### src/rtl/mips_multi_control.sv
// Multi-cycle MIPS control unit: Moore FSM sequencing fetch/decode/execute
// phases, with a retired-instruction counter and a sticky illegal-instruction flag.
module mips_multi_control #(
  parameter int CNT_W = 16
) (
  input  logic             clk,
  input  logic             reset,
  input  logic             enable,
  input  logic [5:0]       Op,
  input  logic [5:0]       Funct,
  output logic             PC_write,
  output logic             Mem_write,
  output logic             lorD_mux,
  output logic             IR_write,
  output logic             Reg_Dst_mux,
  output logic             Mem_reg_mux,
  output logic             Reg_write,
  output logic             ALU_srcA_mux,
  output logic             Pc_src_mux,
  output logic             Branch,
  output logic [1:0]       ALU_srcB_mux,
  output logic [3:0]       ALU_control,
  output logic [3:0]       state_o,
  output logic [CNT_W-1:0] instr_count,
  output logic             illegal_o
);

  // Handshake: enable is a plain run qualifier. A state advances only on a
  // rising edge with enable=1; with enable=0 the state and counter hold and
  // the write-enable strobes are suppressed.

  typedef enum logic [3:0] {
    IDLE     = 4'd0,
    FETCH    = 4'd1,
    DECODE   = 4'd2,
    MEMADR   = 4'd3,
    MEMREAD  = 4'd4,
    MEMWB    = 4'd5,
    MEMWRITE = 4'd6,
    EXECUTE  = 4'd7,
    ALUWB    = 4'd8,
    BRANCH   = 4'd9,
    ADDIEXEC = 4'd10,
    ADDIWB   = 4'd11
  } state_t;

  localparam logic [5:0] OP_RTYPE = 6'b000000;
  localparam logic [5:0] OP_LW    = 6'b100011;
  localparam logic [5:0] OP_SW    = 6'b101011;
  localparam logic [5:0] OP_BEQ   = 6'b000100;
  localparam logic [5:0] OP_ADDI  = 6'b001000;

  localparam logic [3:0] ALU_AND = 4'b0000;
  localparam logic [3:0] ALU_OR  = 4'b0001;
  localparam logic [3:0] ALU_ADD = 4'b0010;
  localparam logic [3:0] ALU_SUB = 4'b0110;
  localparam logic [3:0] ALU_SLT = 4'b0111;
  localparam logic [3:0] ALU_NOR = 4'b1100;

  state_t     state, state_next;
  logic [3:0] exec_alu;
  logic [3:0] funct_alu;
  logic       funct_ok;
  logic       illegal_set;
  logic       retire;
  logic       pc_write_raw, mem_write_raw, ir_write_raw, reg_write_raw, branch_raw;

  always_comb begin
    funct_ok  = 1'b1;
    funct_alu = ALU_ADD;
    case (Funct)
      6'b100000: funct_alu = ALU_ADD;
      6'b100010: funct_alu = ALU_SUB;
      6'b100100: funct_alu = ALU_AND;
      6'b100101: funct_alu = ALU_OR;
      6'b100111: funct_alu = ALU_NOR;
      6'b101010: funct_alu = ALU_SLT;
      default:   funct_ok  = 1'b0;
    endcase
  end

  always_comb begin
    state_next  = state;
    illegal_set = 1'b0;
    if (enable) begin
      case (state)
        IDLE:   state_next = FETCH;
        FETCH:  state_next = DECODE;
        DECODE: begin
          case (Op)
            OP_LW, OP_SW: state_next = MEMADR;
            OP_BEQ:       state_next = BRANCH;
            OP_ADDI:      state_next = ADDIEXEC;
            OP_RTYPE: begin
              if (funct_ok) begin
                state_next = EXECUTE;
              end else begin
                state_next  = FETCH;
                illegal_set = 1'b1;
              end
            end
            default: begin
              state_next  = FETCH;
              illegal_set = 1'b1;
            end
          endcase
        end
        MEMADR:   state_next = (Op == OP_LW) ? MEMREAD : MEMWRITE;
        MEMREAD:  state_next = MEMWB;
        EXECUTE:  state_next = ALUWB;
        ADDIEXEC: state_next = ADDIWB;
        MEMWB, MEMWRITE, ALUWB, BRANCH, ADDIWB: state_next = FETCH;
        default:  state_next = IDLE;
      endcase
    end
  end

  assign retire = enable && (state == MEMWB || state == MEMWRITE || state == ALUWB ||
                             state == BRANCH || state == ADDIWB);

  // The R-type ALU code is captured at decode so EXECUTE stays a pure state decode.
  always_ff @(posedge clk or negedge reset) begin
    if (!reset) begin
      state       <= IDLE;
      exec_alu    <= ALU_ADD;
      instr_count <= '0;
      illegal_o   <= 1'b0;
    end else begin
      state <= state_next;
      if (enable && state == DECODE) exec_alu <= funct_alu;
      if (retire) instr_count <= instr_count + 1'b1;
      if (illegal_set) illegal_o <= 1'b1;
    end
  end

  always_comb begin
    pc_write_raw  = 1'b0;
    mem_write_raw = 1'b0;
    ir_write_raw  = 1'b0;
    reg_write_raw = 1'b0;
    branch_raw    = 1'b0;
    lorD_mux      = 1'b0;
    Reg_Dst_mux   = 1'b0;
    Mem_reg_mux   = 1'b0;
    ALU_srcA_mux  = 1'b0;
    Pc_src_mux    = 1'b0;
    ALU_srcB_mux  = 2'b00;
    ALU_control   = ALU_ADD;
    case (state)
      IDLE:     ALU_control = 4'b0000;
      FETCH:    begin ir_write_raw = 1'b1; pc_write_raw = 1'b1; ALU_srcB_mux = 2'b01; end
      DECODE:   ALU_srcB_mux = 2'b11;
      MEMADR:   begin ALU_srcA_mux = 1'b1; ALU_srcB_mux = 2'b10; end
      MEMREAD:  lorD_mux = 1'b1;
      MEMWB:    begin Mem_reg_mux = 1'b1; reg_write_raw = 1'b1; end
      MEMWRITE: begin lorD_mux = 1'b1; mem_write_raw = 1'b1; end
      EXECUTE:  begin ALU_srcA_mux = 1'b1; ALU_control = exec_alu; end
      ALUWB:    begin Reg_Dst_mux = 1'b1; reg_write_raw = 1'b1; end
      BRANCH: begin
        ALU_srcA_mux = 1'b1;
        ALU_control  = ALU_SUB;
        Pc_src_mux   = 1'b1;
        branch_raw   = 1'b1;
      end
      ADDIEXEC: begin ALU_srcA_mux = 1'b1; ALU_srcB_mux = 2'b10; end
      ADDIWB:   reg_write_raw = 1'b1;
      default:  ALU_control = 4'b0000;
    endcase
  end

  assign PC_write  = pc_write_raw  & enable;
  assign Mem_write = mem_write_raw & enable;
  assign IR_write  = ir_write_raw  & enable;
  assign Reg_write = reg_write_raw & enable;
  assign Branch    = branch_raw    & enable;
  assign state_o   = state;

endmodule

### config.mk
export PLATFORM = sky130hd
export DESIGN_NAME = mips_multi_control
export DESIGN_NICKNAME = d
export VERILOG_FILES = /design/src/rtl/mips_multi_control.sv
export SDC_FILE = /design/constraint.sdc
export NUM_CORES = 1
export LEC_CHECK = 0
export ABC_AREA = 1
export CAP_MARGIN = 10
export CELL_PAD_IN_SITES_DETAIL_PLACEMENT = 1
export CELL_PAD_IN_SITES_GLOBAL_PLACEMENT = 2
export CORE_MARGIN = 3
export CORE_UTILIZATION = 26
export CTS_CLUSTER_DIAMETER = 40
export DETAILED_ROUTE_END_ITERATION = 8
export HOLD_SLACK_MARGIN = 0.12
export PLACE_DENSITY_LB_ADDON = 0.1
export RECOVER_POWER = 25
export SYNTH_ARGS = -nofsm -noshare
export SYNTH_HDL_FRONTEND = slang
export SYNTH_SLANG_ARGS = --single-unit
export TNS_END_PERCENT = 20
### constraint.sdc
create_clock -name clk -period 2.86 [get_ports clk]
set_input_delay 0.572 -clock clk [delete_from_list [all_inputs] [get_ports clk]]
set_output_delay 0.572 -clock clk [all_outputs]
set_load 0.03 [all_outputs]
After elaboration in Yosys (flattened, before gate mapping). Index checks and enable logic that the tools add are counted.

Logic and storage cells: 67. Output and inout bits: 37. Memory bits (read-only): 0. Memories kept: 0. Bits of input ports: 15. Latch bits: 0. Bits in writable memories: 0. Bits in registers: 25.

Magnitude comparators: 0. Multiplexer cells: 20. $mul: 0. Shifts and indexed selects: 0. Div/mod/pow operators: 0. Reduce and logical (&&, ||, !) cells: 17. Add/sub/neg operators: 1. Bitwise operators: 4. Eq/ne operators: 21.

Operators by type and width (number): == test 6 bit (second input constant) (8); case mux 4 bit (7 select lines) (1); case mux 4 bit (5 select lines) (1); adder 16 x 1 -> 16 bit (second input constant) (1); == test 4 x 3 -> 1 bit (second input constant) (4); == test 4 bit (second input constant) (4); case mux 4 bit (4 select lines) (1); two-way mux 1 bit (12); case mux 4 bit (3 select lines) (1); OR reduction 6 bit (2); OR reduction 9 bit (1); == test 4 x 2 -> 1 bit (second input constant) (2); OR reduction 4 bit (2); == test 6 x 3 -> 1 bit (second input constant) (1); == test 6 x 4 -> 1 bit (second input constant) (1); zero test 6 bit (1); case mux 2 bit (3 select lines) (1); OR reduction 2 bit (3); AND 1 bit (4); == test 4 x 1 -> 1 bit (second input constant) (1); zero test 4 bit (1); logical OR 1 bit (4); two-way mux 3 bit (1); OR reduction 3 bit (1); other kinds (3) (4).

Logic depth before layout (Yosys ltp).
Word-level depth: 7. Depth in mapped cells: 11. Gate-level depth less buffers: 11.

Least setup slack after synthesis. No wires, ideal clock.

Path kind: flip-flop to output port. Start: register state[2], in the netlist state_o[2]. End: output port ALU_control[2]. Arrival: 1.713 ns. Required time: 2.288 ns. Buffers on the path: 0. Setup slack: 0.575 ns. Stages on the path, launching flop included: 7. Path through: dfrtp_1 inv_2 nor2_2 inv_1 nor2_1 inv_1 o21ai_0.

Cells in the longest elaborated chain, start to end: 3. Elaborated cells between the ends (all ways): 13. Classes of those cells: eq/ne: 11; mux: 1; reduce/logical: 1.

RTL lines: start, declared (RTL line 60) `state_t state, state_next;`; start signal, assigned (RTL line 129) `state <= state_next;`; == test 4 x 3 -> 1 bit (tied with other cells) (RTL line 149) `case (state)`; OR reduction 9 bit (no line); case mux 4 bit (3 select lines) (*) (RTL line 149); end, declared (RTL line 22) `output logic [3:0] ALU_control,`.

Mark *: on every way between the ends. The rest lies on a longest branch, timed or not.

Worst setup path after layout.
Start: register state[2], in the netlist state_o[2]. End: output port ALU_control[3].

Same word-level chain as after synthesis.

==> run summary <==
The combinational share of power is 0.553. The upper clock frequency limit is 374 MHz. The count of routing violations after the opening detailed-route iteration is 45.

Buffers placed on the I/O ports in this run total 51. The number of placement rows is 28. 52 I/O pins were placed. The post-synthesis net count is 260. The horizontal extent of the die is 85.8 µm.

The switching power as a share of total power came out at 0.466. The flip-flop and latch count after synthesis is 25. The total DRC errors in the routed layout is 0.

The net switching component of the power is 0.801 mW. The max capacitance violation total came out at 0. Tracing the worst setup path back leads to its startpoint at state_o[2]$_DFFE_PN0P_. In this run the worst hold path is classified as flip-flop to flip-flop. Dividing the detail-routed wire length by the instance count gives 12.4 µm.

The total number of vias is 1659. The final count of negative-setup-slack endpoints is 0. By area the synthesized netlist is led by sky130_fd_sc_hd__dfrtp_1 (36%), sky130_fd_sc_hd__nand2_1 (14%), sky130_fd_sc_hd__nor2_1 (9.1%). The number of pins with negative max-slew slack in the final report was 0.

Setup total negative slack on the finished layout was measured at 0 ps. The worst endpoint required time is 2290 ps. The worst setup path is captured at a primary output. The share of synthesized area in the top cell type comes to 0.363. Once the clock tree was built, the setup fixing pass inserted 0 buffers. In this run, post-CTS hold repair placed 0 buffers. The number of warning messages in the yosys log is 0. The total congestion overflow is 0. The most used flip-flop cell after synthesis is sky130_fd_sc_hd__dfrtp_1. The commonest cells after synthesis are sky130_fd_sc_hd__nand2_1 (63), sky130_fd_sc_hd__nor2_1 (40), sky130_fd_sc_hd__inv_1 (36). The CTS sink count came out at 25. CTS built an H-tree with a depth of 1.

In this run the worst path has a maximum fanout of 5. Setup repair after global routing left no endpoint under its margin. The number of global-route vias before repair came out at 1729.

The cell area that synthesis handed to floorplanning was 1660 µm². Averaged over all synthesized cells, the footprint is 6.79 µm². TritonCTS built the clock tree. The synthesized netlist contains 25 unique library cells. The detailed placer's ending HPWL is 3.81 mm. The worst hold path startpoint is illegal_o$_DFFE_PN0P_.

The worst register-to-register path begins at state_o[1]$_DFFE_PN0P_. The maximum number of pins on one net before global-route repair is 26. The number of synthesized flops with an enable pin came out at 0. The number of detailed-routing iterations run before antenna repair came out at 4.

The wire length of the first global-routing pass came out at 8.13 mm. The sequential fraction of the synthesis area is 0.378. The internal power of the cells came out at 0.919 mW. After detailed routing, the number of vias per cell comes to 4.45. Of the cells placed in the final design, the portion with a size suffix greater than 1 is 0.0872. In this run, post-CTS repair resized a total of 0 instances.

The cell count after synthesis came out at 244. For this block, the routed nets add up to 4.63 mm of wire. In the finished design, the share of the clock period the worst path needs comes to 0.935.

The total CTS buffers came out at 3. The worst path needs 2670 ps of the cycle, external delays included. The power density over the cells came out at 752 nW/µm². The number of antenna diodes in the final layout is 0.

Once placement finished, the instance area stood at 2240 µm². The cell leakage power is 1.14 nW. The floorplan core area came out at 6060 µm². Headroom to the max-slew limit came out at 0.0762. sky130_fd_sc_hd__dfrtp_1 takes more of the synthesized area than any other cell.

The share of total power in the clock network came out at 0.126. The share of flip-flops with an asynchronous set or reset after synthesis came out at 1.00. The share of power burned in registers came out at 0.321. The starting utilization of the core area came out at 0.273. Compared with the post-synthesis result, the final layout area differs by 38.0%. The number of endpoints with negative hold slack in the final report is 0. The number of buffers between clock root and the deepest sink is 2. At the pin with the least slew margin, the transition time is 1390 ps.

For this run, the post-layout net count is 315. The data arrival time of the critical path came out at 2100 ps. The vertical extent of the die came out at 85.8 µm. The highest ir drop seen on vdd came out at 0.385 mV.

The number of antenna violations at the first check in global routing was 0. Clock-pin slew was measured on the worst setup and hold paths at 100 ps. The flow ran to the end, and the final reports show no timing, DRC or antenna violations. Yosys instantiated no cell more often than sky130_fd_sc_hd__nand2_1.

The critical path in this run is classified as flip-flop to primary output. The root cell of the clock tree is sky130_fd_sc_hd__clkbuf_8. The worst setup path is launched from a flip-flop.

The total routing resource utilization after global routing came out at 0.135. The clock reaches the later pin of the worst-skew pair after 270 ps. Once detail routing completed, the nets flagged for antenna violations numbered 0. With fillers left out, the area of the finished cells amounts to 2290 µm².

The worst-case clock skew is 9.63 ps. The die covers 7370 µm². The weighted congestion reported at the end of routability-driven placement came out at 0.748.
==> registers in the layout (all words and copies together) (netlist names) <==
| register | count |
|---|---|
| illegal_o | 1 |
| state_o | 4 |
| instr_count | 16 |
| exec_alu | 4 |
==> path summary, 6_finish.rpt <==
path                                          endpoint  slack [ps]  cells past startpoint
min in group asynchronous  instr_count[10]$_DFFE_PN0P_        1140                      2
hold reg to reg                  illegal_o$_DFFE_PN0P_         500                      1
setup reg to reg            instr_count[3]$_DFFE_PN0P_        1110                      9
setup / recovery                        ALU_control[3]         190                      7
max in group asynchronous   instr_count[8]$_DFFE_PN0P_         910                      2
hold / removal                   illegal_o$_DFFE_PN0P_         500                      1
==> cells in the final DEF (no fill, tap or decap), types with 2 or more instances in the layout <==
cell type                         netlist  final
sky130_fd_sc_hd__nand4_1                8      8
sky130_fd_sc_hd__nor2_2                 7      7
sky130_fd_sc_hd__dfrtp_1               24     24
sky130_fd_sc_hd__a21oi_1                4      4
sky130_fd_sc_hd__clkdlybuf4s50_1        0     45
sky130_fd_sc_hd__inv_1                 36     36
sky130_fd_sc_hd__nand2_2                2      2
sky130_fd_sc_hd__nor3_1                 4      4
sky130_fd_sc_hd__xnor2_1                4      4
sky130_fd_sc_hd__o21ai_1                3      3
sky130_fd_sc_hd__nor2_1                40     40
sky130_fd_sc_hd__o21ai_0               10     10
sky130_fd_sc_hd__nand2_1               63     63
sky130_fd_sc_hd__clkbuf_8               0      3
sky130_fd_sc_hd__buf_4                  1      6
sky130_fd_sc_hd__xor2_1                10     10
sky130_fd_sc_hd__nand3_1               14     14
sky130_fd_sc_hd__inv_2                  4      4
==> cell type report <==
| cell class | instances | area, µm² |
|---|---|---|
| Tap cell | 75 | 93.8 |
| Multi-Input combinational cell | 175 | 845 |
| Sequential cell | 25 | 627 |
| Fill cell | 786 | 3770 |
| Clock inverter | 1 | 7.51 |
| Inverter | 40 | 150 |
| Timing Repair Buffer | 54 | 522 |
| Clock buffer | 3 | 41.3 |
==> critical path, cell delays in order (launching register included) <==
cell	delay, ps
sky130_fd_sc_hd__dfrtp_1	430
sky130_fd_sc_hd__inv_2	80
sky130_fd_sc_hd__nor2_2	130
sky130_fd_sc_hd__inv_1	110
sky130_fd_sc_hd__nor2_1	140
sky130_fd_sc_hd__inv_1	140
sky130_fd_sc_hd__nor2_1	120
sky130_fd_sc_hd__clkdlybuf4s50_1	690
==> power groups by stage <==
stage	Sequential (mW)	Combinational, mW	Clock [mW]
after global routing	0.571	1.05	0.244
after CTS	0.554	0.969	0.229
after floorplan	0.682	0.462	0
final	0.551	0.952	0.217
after detailed placement	0.561	0.964	0
after global placement	0.555	0.966	0
==> per-stage QoR <==
step           hold WS, ps  power (mW)  cells  setup slack [ps]  utilization
3_3_place_gp           458        1.52    369               325        0.369
2_1_floorplan          276        1.14    244               575            -
3_5_place_dp           461        1.52    369               335        0.369
4_1_cts                494        1.75    373              99.0        0.377
5_1_grt                510        1.87    373              19.5        0.377
6_report               497        1.72    373               187        0.377
==> layer usage <==
metal | up-vias | GRT usage | routed length, µm | part of all wire
met5 | - | 0 | 0 | 0
met4 | 0 | 0.0216 | 23 | 0.0050
met3 | 2 | 0.0269 | 146 | 0.032
met2 | 29 | 0.208 | 2080 | 0.45
met1 | 765 | 0.200 | 2380 | 0.51
li1 | 863 | - | - | -
==> cell families after synthesis <==
group / share of synthesized area
and+or+nand+nor: 0.367
buffers and inverters: 0.112
DFF: 0.378
AOI/OAI and AO/OA: 0.0612
xor gates and xnor gates: 0.0740
adders and majority gates: 0.00755
Note: power is estimated with default switching activity, not from simulation.
